## src/rtl/cpu_pkg.sv

```systemverilog
// Shared definitions for the instruction path: word width, halt opcode and
// the fetch controller state encoding.
package cpu_pkg;

  localparam int INST_W = 8;
  localparam logic [INST_W-1:0] HALT_OP = 8'hFF;

  typedef enum logic [1:0] {
    IDLE = 2'd0,
    RUN  = 2'd1,
    HALT = 2'd2
  } fetch_state_t;

endpackage

```

## src/rtl/fetch_unit_if.sv

```systemverilog
// Control, load and instruction-handshake bundle between fetch_unit and the
// rest of the core; the slave side is the fetch unit itself.
interface fetch_unit_if
  import cpu_pkg::*;
#(
  parameter int PC_W = 4
) ();

  logic              load_en;
  logic [PC_W-1:0]   load_addr;
  logic [INST_W-1:0] load_data;
  logic              start;
  logic [PC_W-1:0]   start_addr;
  logic              jump;
  logic [PC_W-1:0]   jump_addr;
  logic              inst_ready;
  logic              inst_valid;
  logic [INST_W-1:0] inst_reg;
  logic [PC_W-1:0]   pc;
  logic              busy;
  logic              halted;

  modport master (
    output load_en, load_addr, load_data, start, start_addr,
           jump, jump_addr, inst_ready,
    input  inst_valid, inst_reg, pc, busy, halted
  );

  modport slave (
    input  load_en, load_addr, load_data, start, start_addr,
           jump, jump_addr, inst_ready,
    output inst_valid, inst_reg, pc, busy, halted
  );

endinterface

```

## src/rtl/prog_mem.sv

```systemverilog
// Program store: synchronous write port, combinational read port so the fetch
// decision can look at mem[pc] in the same cycle.
module prog_mem
  import cpu_pkg::*;
#(
  parameter int PC_W = 4
) (
  input  logic              clk,
  input  logic              we,
  input  logic [PC_W-1:0]   waddr,
  input  logic [INST_W-1:0] wdata,
  input  logic [PC_W-1:0]   raddr,
  output logic [INST_W-1:0] rdata
);

  logic [INST_W-1:0] mem [2**PC_W];

  // No reset: program contents must survive a reset of the controller.
  always_ff @(posedge clk) begin
    if (we) begin
      mem[waddr] <= wdata;
    end
  end

  assign rdata = mem[raddr];

endmodule

```

## src/rtl/fetch_unit.sv

```systemverilog
// Sequential instruction fetch with a one-entry valid/ready output slot,
// jump redirect and halt-on-opcode, feeding the decode stage.
module fetch_unit
  import cpu_pkg::*;
#(
  parameter int PC_W = 4
) (
  input  logic       clk,
  input  logic       reset,
  fetch_unit_if.slave bus
);

  fetch_state_t      state_reg, state_next;
  logic [PC_W-1:0]   pc_reg, pc_next;
  logic              valid_reg, valid_next;
  logic [INST_W-1:0] word_reg, word_next;
  logic              busy_reg, halted_reg;
  logic              mem_we;
  logic [INST_W-1:0] mem_rdata;
  logic              slot_free;

  prog_mem #(.PC_W(PC_W)) u_prog_mem (
    .clk   (clk),
    .we    (mem_we),
    .waddr (bus.load_addr),
    .wdata (bus.load_data),
    .raddr (pc_reg),
    .rdata (mem_rdata)
  );

  assign slot_free = !valid_reg || bus.inst_ready;

  always_comb begin
    state_next = state_reg;
    pc_next    = pc_reg;
    valid_next = valid_reg;
    word_next  = word_reg;
    mem_we     = 1'b0;
    unique case (state_reg)
      IDLE, HALT: begin
        mem_we     = bus.load_en;
        valid_next = 1'b0;
        if (bus.start) begin
          pc_next    = bus.start_addr;
          state_next = RUN;
        end
      end
      RUN: begin
        // A jump squashes whatever is held; an accepted word was already consumed.
        if (bus.jump) begin
          pc_next    = bus.jump_addr;
          valid_next = 1'b0;
        end else if (slot_free) begin
          if (mem_rdata == HALT_OP) begin
            valid_next = 1'b0;
            state_next = HALT;
          end else begin
            word_next  = mem_rdata;
            valid_next = 1'b1;
            pc_next    = pc_reg + PC_W'(1);
          end
        end
      end
      default: state_next = IDLE;
    endcase
  end

  always_ff @(posedge clk or posedge reset) begin
    if (reset) begin
      state_reg  <= IDLE;
      pc_reg     <= '0;
      valid_reg  <= 1'b0;
      word_reg   <= '0;
      busy_reg   <= 1'b0;
      halted_reg <= 1'b0;
    end else begin
      state_reg  <= state_next;
      pc_reg     <= pc_next;
      valid_reg  <= valid_next;
      word_reg   <= word_next;
      busy_reg   <= (state_next == RUN);
      halted_reg <= (state_next == HALT);
    end
  end

  assign bus.inst_valid = valid_reg;
  assign bus.inst_reg   = word_reg;
  assign bus.pc         = pc_reg;
  assign bus.busy       = busy_reg;
  assign bus.halted     = halted_reg;

endmodule
```

## src/flat_wrapper.sv

```systemverilog
// flat-port wrapper written by rule: the top's interface ports become plain ports
module fetch_unit_flat import cpu_pkg::*;
#(
  parameter int PC_W = 4
)
  (clk, reset, bus_load_en, bus_load_addr, bus_load_data, bus_start, bus_start_addr, bus_jump, bus_jump_addr, bus_inst_ready, bus_inst_valid, bus_inst_reg, bus_pc, bus_busy, bus_halted);
  fetch_unit_if #(.PC_W(PC_W)) bus_i ();
  input  logic clk;
  input  logic reset;
  input wire logic [$bits(bus_i.load_en)-1:0] bus_load_en;
  input wire logic [$bits(bus_i.load_addr)-1:0] bus_load_addr;
  input wire logic [$bits(bus_i.load_data)-1:0] bus_load_data;
  input wire logic [$bits(bus_i.start)-1:0] bus_start;
  input wire logic [$bits(bus_i.start_addr)-1:0] bus_start_addr;
  input wire logic [$bits(bus_i.jump)-1:0] bus_jump;
  input wire logic [$bits(bus_i.jump_addr)-1:0] bus_jump_addr;
  input wire logic [$bits(bus_i.inst_ready)-1:0] bus_inst_ready;
  output wire logic [$bits(bus_i.inst_valid)-1:0] bus_inst_valid;
  output wire logic [$bits(bus_i.inst_reg)-1:0] bus_inst_reg;
  output wire logic [$bits(bus_i.pc)-1:0] bus_pc;
  output wire logic [$bits(bus_i.busy)-1:0] bus_busy;
  output wire logic [$bits(bus_i.halted)-1:0] bus_halted;
  assign bus_i.load_en = bus_load_en;
  assign bus_i.load_addr = bus_load_addr;
  assign bus_i.load_data = bus_load_data;
  assign bus_i.start = bus_start;
  assign bus_i.start_addr = bus_start_addr;
  assign bus_i.jump = bus_jump;
  assign bus_i.jump_addr = bus_jump_addr;
  assign bus_i.inst_ready = bus_inst_ready;
  assign bus_inst_valid = bus_i.inst_valid;
  assign bus_inst_reg = bus_i.inst_reg;
  assign bus_pc = bus_i.pc;
  assign bus_busy = bus_i.busy;
  assign bus_halted = bus_i.halted;
  fetch_unit #(.PC_W(PC_W)) u_core (.clk(clk), .reset(reset), .bus(bus_i));
endmodule
```

## config.mk

```make
export PLATFORM = sky130hd
export DESIGN_NAME = fetch_unit_flat
export DESIGN_NICKNAME = d
export VERILOG_FILES = /design/src/rtl/cpu_pkg.sv /design/src/rtl/fetch_unit_if.sv /design/src/rtl/prog_mem.sv /design/src/rtl/fetch_unit.sv /design/src/flat_wrapper.sv
export SDC_FILE = /design/constraint.sdc
export NUM_CORES = 1
export LEC_CHECK = 0
export ABC_AREA = 0
export BUFFER_PORTS_ARGS = -buffer_cell sky130_fd_sc_hd__buf_2
export CORE_UTILIZATION = 60
export CTS_CLUSTER_DIAMETER = 200
export DETAILED_ROUTE_END_ITERATION = 12
export PLACE_DENSITY_LB_ADDON = 0.2
export SETUP_SLACK_MARGIN = 0.3
export SYNTH_ARGS = -nofsm -noshare
export SYNTH_HDL_FRONTEND = slang
export SYNTH_HIERARCHICAL = 1
export SYNTH_SLANG_ARGS = --single-unit
```

## constraint.sdc

```tcl
create_clock -name clk -period 3 [get_ports clk]
set_clock_uncertainty 0.05 [all_clocks]
set_input_delay 0 -clock clk [delete_from_list [all_inputs] [get_ports clk]]
set_output_delay 0 -clock clk [all_outputs]
set_load 0.005 [all_outputs]
```

==> metrics.yaml <==
outcome: "finished, final reports clean"
ys.flop_type: "edfxtp_1"
num_rows: 35
synth_area_leaders: "edfxtp_1, dfrtp_1, mux4_2"
coreArea_um2: 9370
grt_pass1_vias: 3179
area_growth_pct: 23.7
finalSetupViolations: 0
cts.clk_slew.worst_paths_ns: 0.06
finalWorstSetupSlack_ns: 0.349
synth_commonest_cells: "edfxtp_1, mux4_2, nor2_1, dfrtp_1, a22oi_1"
final_max_slew_viol_count: 0
synth.cell_area_um2: 5860
synth_async_sr_flop_share: 0.117
insertion_delay_ns: 0.52
fp.dieH_um: 101
hold_viol_final: 0
p_leak_nw: 2.60
io_pins: 41
drive_above_1_share: 0.353
finalNetCount: 414
cts.sinks: 145
critPathCaptureType: "flip-flop"
yosysMostFrequentCell: "edfxtp_1"
critPathKind: "reg2reg"
syn_inst: 295
ys_ff_latch: 145
via_per_inst: 6.11
seq_area_frac_synth: 0.729
ir_drop_mv: 0.687
gp_congestion: 0.789
tightest_slew_ns: 0.799
grtUsageTotal: 0.264
start_kind: "flip-flop"
drcViolationCount: 0
multi_input_area_um2: 1520
p_per_area_nw_per_um2: 849
die_area_um2: 10200
synth_edf_count: 128
yosys_warnings: 6
htreeDepth: 4
wl_um: 12600
avgSynthCellArea_um2: 19.9
clock_path_buffers: 2
fmax_ghz: 0.377
globalRoute.totalOverflow: 0
firstDrtPassIters: 4
numCtsBuffers: 17
initial_core_util: 0.625
cp_data_arrival_time_ns: 2.99
grt_start_max_net_pins: 38
grt_pass1_wl_um: 18500
max_slew_margin: 0.465
port_buffers: 40
cts-root-buf: "clkbuf_8"
yosysTopAreaCellShare: 0.656
place_ws_ns: 0.145
fillers: 509
worst-path-max-fanout: 11
final_antenna_net_count: 0
min_path_type: "in2async"
drtIter0Drc: 261
antenna_found_initial: 0
rsz0062_at_grt: "false"
vias: 3234
cp.required_ns: 3.34
yosys.area.top_type: "edfxtp_1"
yosysUniqueCellTypes: 36
ff_latch_area_um2: 4270
fin_tns_setup_ns: 0
cts_tree: "built"
period_needed_ns: 2.65
routedWlPerCell_um: 23.8
syn-num-nets: 322
antenna_cells: 0
largest_reg_flops: 128
die_w_um: 101
dpl.hpwl_um: 7280
finalCritPeriodShare: 0.884
cap_viol_max_count: 0
## where the power goes
group,switching [mW],leakage [nW],internal [mW],total [mW]
combinational,0.762,0.954,0.822,1.58
sequential,0.0954,1.35,2.29,2.39
clock,0.820,0.297,1.36,2.18
total,1.68,2.60,4.48,6.16
## stage by stage
stage | instances | hold WS [ns] | instance area [um2] | total power, mW | util
final | 529 | 0.0647 | 7250 | 6.16 | 0.773
after global routing | 529 | 0.0790 | 7250 | 6.39 | 0.773
after CTS | 526 | 0.0453 | 7160 | 6.04 | 0.764
after detailed placement | 470 | 0.0450 | 6280 | 3.79 | 0.670
after global placement | 470 | 0.0458 | 6280 | 3.78 | 0.670
after floorplan | 295 | -0.124 | 5860 | 3.40 | -
## worst paths after layout
check	endpoint	cells past startpoint	startpoint	slack (ns)
worst max-delay path	u_core/bus.inst_reg[5]	8	u_core/bus.pc[0]	0.35
worst min-delay path	u_core/state_reg[0]	3	reset	0.06
worst max register to register	u_core/bus.inst_reg[5]	8	u_core/bus.pc[0]	0.35
worst min register to register	u_core/bus.inst_reg[3]	1	u_core/bus.inst_reg[3]	0.46
max in group asynchronous	u_core/bus.pc[0]	3	reset	2.40
min in group clk	u_core/u_prog_mem/mem[9][3]	3	bus_load_addr[3]	0.09
## worst max-delay path: stages (launching register included)
cell and delay [ns]:
dfrtp_2 0.48, buf_12 0.19, mux4_1 0.62, a22oi_2 0.24, nand2_1 0.12, nand4_1 0.14, o221ai_2 0.13, nand2b_4 0.23
mux2_4 0.32
## layout by cell type, fill, tap and decap left out, types with 2 or more instances in the layout
cell	count
a21oi_1	3
a22o_1	2
a22oi_1	6
a22oi_2	10
buf_12	2
buf_2	40
buf_4	18
bufinv_16	4
clkbuf_16	17
clkinv_4	5
clkinvlp_4	2
dfrtp_1	16
dlygate4sd3_1	24
edfxtp_1	128
inv_1	5
inv_6	3
mux2_2	3
mux2_4	8
mux2i_1	2
mux4_1	13
mux4_2	19
nand2_1	13
nand2b_1	4
nand3b_1	2
nand4_1	3
nor2_1	18
nor2b_1	2
nor3_1	4
o21ai_0	7
## cell type report
cell class	instances	area share
Clock buffer	18	0.0577
Clock inverter	14	0.0283
Inverter	5	0.00259
Multi-Input combinational cell	132	0.210
Sequential cell	145	0.589
Tap cell	129	0.0223
Timing Repair Buffer	86	0.0905
## kinds of logic (layout without fill, tap and decap cells)
group | count (synthesis) | count (layout) | synth area share
AND/OR/NAND/NOR | 52 | 52 | 0.0427
AO/OA/AOI/OAI | 33 | 33 | 0.0421
adder cells (fa/ha/maj) | 1 | 1 | 0.00214
buffers and inverters | 18 | 123 | 0.0214
flip-flops | 145 | 145 | 0.729
XOR/XNOR | 1 | 1 | 0.00150
multiplexers | 45 | 45 | 0.162
## layer usage
metal	up-vias	global-route usage	part of all wire
li1	1396	-	-
met5	-	0	0
met2	172	0.401	0.49
met4	0	0.118	0.026
met3	24	0.0673	0.074
met1	1642	0.368	0.41
## what timing repair did
item                                    in CTS  in global routing
hold endpoints to repair                   179                  0
resized for setup                            3                 12
endpoints found under the setup margin       8                 11
cloned                                       0                  1
pin swaps                                    0                  1
hold buffers                                24                  0
buffers inserted                             0                  2
No activity file was read; power rests on OpenSTA's default activity.
